==> src/rtl/sccpu_dbg_pkg.sv <==
// Shared encodings for the SCCOMP run/halt/step debug controller:
// command opcodes, stop-cause codes and sequencer state.
package sccpu_dbg_pkg;

  localparam logic [2:0] OP_NOP    = 3'd0;
  localparam logic [2:0] OP_RUN    = 3'd1;
  localparam logic [2:0] OP_HALT   = 3'd2;
  localparam logic [2:0] OP_STEP   = 3'd3;
  localparam logic [2:0] OP_SET_BP = 3'd4;
  localparam logic [2:0] OP_CLR_BP = 3'd5;
  localparam logic [2:0] OP_CLEAR  = 3'd6;

  localparam logic [1:0] CAUSE_CMD   = 2'd0;
  localparam logic [1:0] CAUSE_BREAK = 2'd1;
  localparam logic [1:0] CAUSE_TMO   = 2'd2;
  localparam logic [1:0] CAUSE_OOB   = 2'd3;

  typedef enum logic [1:0] {
    ST_HALT  = 2'd0,
    ST_RUN   = 2'd1,
    ST_STEP  = 2'd2,
    ST_FAULT = 2'd3
  } run_state_e;

endpackage

==> src/rtl/sccpu_stop_detect.sv <==
// Combinational stop detection: PC out of imem, cycle budget, breakpoint.
// Ports: pc/cycle_cnt/bp regs in; oob, tmo, brk, stop, cause out.
import sccpu_dbg_pkg::*;

module sccpu_stop_detect #(
  parameter int unsigned MAX_CYCLES = 1000,
  parameter logic [31:0] PC_BASE    = 32'h0000_0000,
  parameter int unsigned IMEM_WORDS = 128
) (
  input  logic [31:0] pc,
  input  logic [31:0] cycle_cnt,
  input  logic        bp_en,
  input  logic [31:0] bp_addr,
  input  logic        skip_bp,
  output logic        oob,
  output logic        tmo,
  output logic        brk,
  output logic        stop,
  output logic [1:0]  cause
);

  localparam logic [32:0] SPAN = 33'(IMEM_WORDS) << 2;
  localparam logic [31:0] MAXC = 32'(MAX_CYCLES);

  logic [32:0] off;

  // A PC below the base wraps to a huge 33-bit offset and fails the span test.
  assign off = {1'b0, pc} - {1'b0, PC_BASE};

  assign oob  = (pc[1:0] != 2'b00) | (off >= SPAN);
  assign tmo  = (MAXC != 32'd0) & (cycle_cnt == MAXC);
  assign brk  = bp_en & (pc == bp_addr) & ~skip_bp;
  assign stop = oob | tmo | brk;

  always_comb begin
    cause = CAUSE_CMD;
    unique case (1'b1)
      oob:     cause = CAUSE_OOB;
      tmo:     cause = CAUSE_TMO;
      brk:     cause = CAUSE_BREAK;
      default: cause = CAUSE_CMD;
    endcase
  end

endmodule

==> src/rtl/sccpu_run_ctrl.sv <==
// Run/halt/single-step sequencer gating the SCCOMP CPU clock enable.
// Ports: clk, rstn, pc, cmd_* in; cpu_en, halted, fault, stop_cause, cycle_cnt out.
import sccpu_dbg_pkg::*;

module sccpu_run_ctrl #(
  parameter int unsigned MAX_CYCLES = 1000,
  parameter logic [31:0] PC_BASE    = 32'h0000_0000,
  parameter int unsigned IMEM_WORDS = 128,
  parameter bit          AUTO_RUN   = 1'b0
) (
  input  logic        clk,
  input  logic        rstn,
  input  logic [31:0] pc,
  input  logic        cmd_valid,
  input  logic [2:0]  cmd_op,
  input  logic [31:0] cmd_data,
  output logic        cmd_ready,
  output logic        cmd_err,
  output logic        cpu_en,
  output logic        halted,
  output logic        fault,
  output logic [1:0]  stop_cause,
  output logic [31:0] cycle_cnt
);

  localparam run_state_e RST_ST = AUTO_RUN ? ST_RUN : ST_HALT;

  run_state_e  state;
  logic [31:0] step_cnt;
  logic        bp_en;
  logic [31:0] bp_addr;
  logic        skip_bp;

  logic        oob;
  logic        tmo;
  logic        brk;
  logic        stop;
  logic [1:0]  det_cause;
  logic        legal;
  logic        cmd_ok;
  logic        active;
  logic        halt_cmd;
  logic        at_bp;

  sccpu_stop_detect #(
    .MAX_CYCLES (MAX_CYCLES),
    .PC_BASE    (PC_BASE),
    .IMEM_WORDS (IMEM_WORDS)
  ) u_det (
    .pc        (pc),
    .cycle_cnt (cycle_cnt),
    .bp_en     (bp_en),
    .bp_addr   (bp_addr),
    .skip_bp   (skip_bp),
    .oob       (oob),
    .tmo       (tmo),
    .brk       (brk),
    .stop      (stop),
    .cause     (det_cause)
  );

  always_comb begin
    legal = 1'b0;
    case (cmd_op)
      OP_NOP:    legal = 1'b1;
      OP_RUN:    legal = (state == ST_HALT);
      OP_STEP:   legal = (state == ST_HALT);
      OP_HALT:   legal = active;
      OP_SET_BP: legal = (state != ST_FAULT);
      OP_CLR_BP: legal = (state != ST_FAULT);
      OP_CLEAR:  legal = (state == ST_HALT)
                       | (state == ST_FAULT);
      default:   legal = 1'b0;
    endcase
  end

  assign active    = (state == ST_RUN) | (state == ST_STEP);
  assign cmd_ok    = cmd_valid & legal;
  assign halt_cmd  = cmd_valid & (cmd_op == OP_HALT);
  assign at_bp     = (pc == bp_addr);

  // Stops act in the same cycle: the instruction at pc is not executed.
  assign cpu_en    = active & ~stop & ~halt_cmd;
  assign cmd_ready = 1'b1;
  assign halted    = (state == ST_HALT) | (state == ST_FAULT);
  assign fault     = (state == ST_FAULT);

  always_ff @(posedge clk or negedge rstn) begin
    if (!rstn) begin
      state      <= RST_ST;
      step_cnt   <= '0;
      bp_en      <= 1'b0;
      bp_addr    <= '0;
      skip_bp    <= 1'b0;
      cycle_cnt  <= '0;
      stop_cause <= CAUSE_CMD;
      cmd_err    <= 1'b0;
    end else begin
      cmd_err <= cmd_valid & ~legal;

      if (cpu_en) begin
        skip_bp <= 1'b0;
        if (cycle_cnt != '1)
          cycle_cnt <= cycle_cnt + 32'd1;
      end

      if (cmd_ok && cmd_op == OP_SET_BP) begin
        bp_en   <= 1'b1;
        bp_addr <= cmd_data;
      end
      if (cmd_ok && cmd_op == OP_CLR_BP)
        bp_en <= 1'b0;

      case (state)
        ST_HALT: begin
          if (cmd_ok) begin
            case (cmd_op)
              OP_RUN: begin
                state   <= ST_RUN;
                skip_bp <= at_bp;
              end
              OP_STEP: begin
                state    <= ST_STEP;
                skip_bp  <= at_bp;
                step_cnt <= (cmd_data == 32'd0)
                          ? 32'd1 : cmd_data;
              end
              OP_CLEAR: cycle_cnt <= '0;
              default: ;
            endcase
          end
        end
        ST_RUN, ST_STEP: begin
          if (stop) begin
            state      <= (oob | tmo) ? ST_FAULT : ST_HALT;
            stop_cause <= det_cause;
            step_cnt   <= '0;
          end else if (halt_cmd) begin
            state      <= ST_HALT;
            stop_cause <= CAUSE_CMD;
            step_cnt   <= '0;
          end else if (state == ST_STEP) begin
            step_cnt <= step_cnt - 32'd1;
            if (step_cnt == 32'd1) begin
              state      <= ST_HALT;
              stop_cause <= CAUSE_CMD;
            end
          end
        end
        ST_FAULT: begin
          if (cmd_ok && cmd_op == OP_CLEAR) begin
            state     <= ST_HALT;
            cycle_cnt <= '0;
          end
        end
        default: state <= ST_HALT;
      endcase
    end
  end

endmodule

==> config.mk <==
export PLATFORM = sky130hd
export DESIGN_NAME = sccpu_run_ctrl
export DESIGN_NICKNAME = d
export VERILOG_FILES = /design/src/rtl/sccpu_dbg_pkg.sv /design/src/rtl/sccpu_stop_detect.sv /design/src/rtl/sccpu_run_ctrl.sv
export SDC_FILE = /design/constraint.sdc
export NUM_CORES = 1
export LEC_CHECK = 0
export CAP_MARGIN = 40
export CELL_PAD_IN_SITES_DETAIL_PLACEMENT = 1
export CELL_PAD_IN_SITES_GLOBAL_PLACEMENT = 1
export CORE_ASPECT_RATIO = 0.8
export CORE_MARGIN = 2
export CORE_UTILIZATION = 35
export CTS_CLUSTER_DIAMETER = 120
export DETAILED_ROUTE_END_ITERATION = 12
export PLACE_DENSITY_LB_ADDON = 0.1
export SYNTH_ARGS = -nofsm -noshare
export SYNTH_HDL_FRONTEND = slang
export SYNTH_SLANG_ARGS = --single-unit
==> constraint.sdc <==
create_clock -name clk -period 2.5 [get_ports clk]
set_input_delay 0.25 -clock clk [delete_from_list [all_inputs] [get_ports clk]]
set_output_delay 0.25 -clock clk [all_outputs]
set_load 0.01 [all_outputs]
==> out/qor.csv <==
metric,value,unit
status,finished clean,
crit_chain,"clkdlybuf4s50_1, nor4_1, and4_4, o211ai_2, a311o_2, buf_12, buf_16, or4_4, a21oi_2",
placed_area,8380,um^2
wl_met3,1.30,mm
yosysWarnings,0,
grt_usage,0.261,
clkSinkCount,103,
startpoint_type,input port,
comb_power_share,0.492,
max_slew.worst_pin.slew,0.616,ns
worst_skew_pair.late_latency,0.36,ns
clk_path_buf_depth,2,
crit_path_end,cycle_cnt[8],
slowest_stage,or4_4,
finalHoldViolCount,0,
multiInputGateArea,3680,um^2
synthCells,675,
critical_path_arrival,2.75,ns
p_int,4.67,mW
grt_max_degree,43,
clkPwrFrac,0.188,
rows,43,
cp_top_family,simple AND/OR/NAND/NOR gates,
grt_pass1_vias,6717,
reg2reg_to,cycle_cnt[8],
finalClockSkew,0.0112,ns
max_clock_freq,405,MHz
avgSynthCellArea,9.34,um^2
synth_edf_count,0,
period_share,0.988,
synth.distinct_cells,62,
drtIter0Drc,565,
setup_slack,0.0308,ns
antenna_found_initial,0,
dr.pass1.iters,5,
p_sw_frac,0.423,
p_seq_frac,0.320,
fill_cells,1965,
syn-num-nets,753,
portBuffers,107,
core,17500,um^2
cts_root_buffer,clkbuf_16,
drive_gt1_frac,0.243,
wl_met1,12.3,mm
period_minus_slack,2.47,ns
slowest_delay,0.48,ns
ios,109,
initial_core_util,0.361,
cts_buffers,9,
crit_type,input port to flop,
preCtsSetupSlack,-0.406,ns
cts_tree,done,
antenna_left,0,
vias_per_cell,6.00,
grt_pass1_wl,38.7,mm
avgRoutedWirePerCell,22.6,um
ys_seq_area_frac,0.409,
startpoint,pc[29],
clk_pin_slew,0.08,ns
synth.area.top_cells,"dfrtp_1, mux2_2, xnor2_1, o31ai_1, or4_1",
path_depth,9,
drv_slew,0,
leakage,3.55,nW
synth-main-ff-cell,dfrtp_1,
crit_fanout,7,
syn_area,6300,um^2
htree_levels,3,
p_switching,3.42,mW
nets,944,
post-route-cell-area,9050,um^2
yosysTopAreaCell,dfrtp_1,
hold_path_class,input port to async pin,
dr_wl_met2,11.1,mm
place_congestion,0.870,
final-seq-area,2580,um^2
wirelength,24.8,mm
ir_drop,0.566,mV
power_density,893,nW/um^2
ys_async_sr_fraction,1.00,
maxCapViolCount,0,
reg2reg_depth,10,
r2r-start,cycle_cnt[0],
fin_cells,1096,
rsz0062_at_grt,yes,
top_layer,met4,
cp-end-kind,flop,
die_x,154,um
drc_errors,0,
routed-via-count,6574,
crit_buf_inv,3,
synth-seq-cells,103,
dp_cells,1074,
setup_viol,0,
area_growth,43.5,%
grt_overflow_total,0,
dieArea,19100,um^2
r2r_slack,0.04,ns
yosys.area.top_type_share,0.409,
num_antenna_cells,0,
max_slew_margin,0.589,
dieHeight,124,um
required,2.78,ns
hpwl,17.5,mm
layer usage:
layer | vias up | GRT usage
li1 | 3001 | -
met1 | 3393 | 0.379
met2 | 167 | 0.409
met3 | 13 | 0.0522
met4 | 0 | 0.0479
met5 | - | 0
how the worst min path moves through the flow:
stage | start | to | slack, ns | cells after the start
3_3_place_gp | rstn | cycle_cnt[18] | 0.29 | 1
2_1_floorplan | rstn | bp_addr[0] | -0.05 | 0
3_5_place_dp | rstn | cycle_cnt[18] | 0.30 | 1
6_report | rstn | cycle_cnt[18] | 0.45 | 2
5_1_grt | rstn | cycle_cnt[18] | 0.49 | 2
4_1_cts | rstn | cycle_cnt[18] | 0.47 | 2
worst register-to-register path: stages, from the launching register on:
cell	delay [ns]
dfrtp_1	0.37
inv_2	0.07
ha_4	0.16
nor4b_4	0.12
nand4_1	0.18
o211ai_2	0.10
a311o_2	0.45
buf_12	0.18
buf_16	0.14
or4_4	0.48
a21oi_2	0.14
cells by family (layout without fill, tap and decap cells):
family | after synthesis | after routing | share of synthesized area
AND/OR/NAND/NOR | 243 | 243 | 0.218
AO/OA/AOI/OAI | 191 | 191 | 0.207
flip-flops | 103 | 103 | 0.409
buffers and inverters | 62 | 258 | 0.0439
multiplexers | 35 | 35 | 0.0621
XOR/XNOR | 32 | 32 | 0.0445
adder cells (fa/ha/maj) | 8 | 8 | 0.0159
other | 1 | 1 | 0.000595
area by class of cell:
type | instances | area share
Multi-Input combinational cell | 510 | 0.407
Sequential cell | 103 | 0.285
Timing Repair Buffer | 223 | 0.234
Tap cell | 225 | 0.0311
Clock buffer | 9 | 0.0249
Clock inverter | 7 | 0.00954
Inverter | 19 | 0.00816
repair_timing:
| item | in CTS | in global routing |
|---|---|---|
| endpoints found under the hold margin | 39 | 0 |
| hold buffers | 1 | 0 |
| gates resized for setup | 12 | 41 |
| pin swaps | 6 | 15 |
| setup buffers | 2 | 1 |
| gates cloned | 1 | 2 |
| endpoints found under the setup margin | 52 | 68 |
placed cells by master, fill, tap and decap left out, drive strengths merged, types with 30 or more instances in the layout:
master	synthesis	final
nand3	32	32
dfrtp	103	103
a21oi	33	33
o31ai	32	32
o21ai	45	45
or4	30	30
xnor2	32	32
nand2	51	51
buf	18	115
mux2	33	33
clkdlybuf4s50	0	99
power by group through the flow:
stage / logic, mW / registers (mW) / clock network, mW
detailed placement: 3.76 / 2.59 / 0
global placement: 3.62 / 2.56 / 0
floorplan: 2.34 / 2.47 / 0
global route: 4.33 / 2.66 / 1.61
CTS: 3.82 / 2.57 / 1.55
finish: 3.97 / 2.59 / 1.52
registers in the layout, summed over array words and instances (netlist names):
register / cells
bp_addr: 32
cycle_cnt: 32
step_cnt: 32
stop_cause: 2
skip_bp: 1
cmd_err: 1
state: 2
bp_en: 1
Yosys cell counts (3+ instances only):
library cell and count:
a21oi_1 33, a22oi_1 13, a2bb2oi_1 9, a31oi_1 6, a32oi_1 8, and2_1 3, and3_1 6, and4_1 6
buf_2 12, buf_4 5, clkbuf_1 23, dfrtp_1 103, ha_1 8, inv_1 17, mux2_2 33, nand2_1 51
nand2b_1 8, nand3_1 32, nand4_1 17, nor2_1 27, nor2b_1 4, nor3_1 13, nor4_1 25, o211ai_1 7
o21ai_0 44, o221ai_1 23, o31ai_1 32, or3_1 6, or4_1 30, xnor2_1 32
stage by stage:
step / TNS [ns] / hold WS [ns] / total power [mW] / util
after floorplan: 0 / -0.0456 / 4.80 / -
after global placement: -14.68 / 0.293 / 6.18 / 0.479
after detailed placement: -16.84 / 0.297 / 6.35 / 0.479
after CTS: -0.0443 / 0.474 / 7.94 / 0.504
after global routing: -0.0812 / 0.494 / 8.59 / 0.517
final: 0 / 0.451 / 8.08 / 0.517
(Power assumes the default switching activity.)
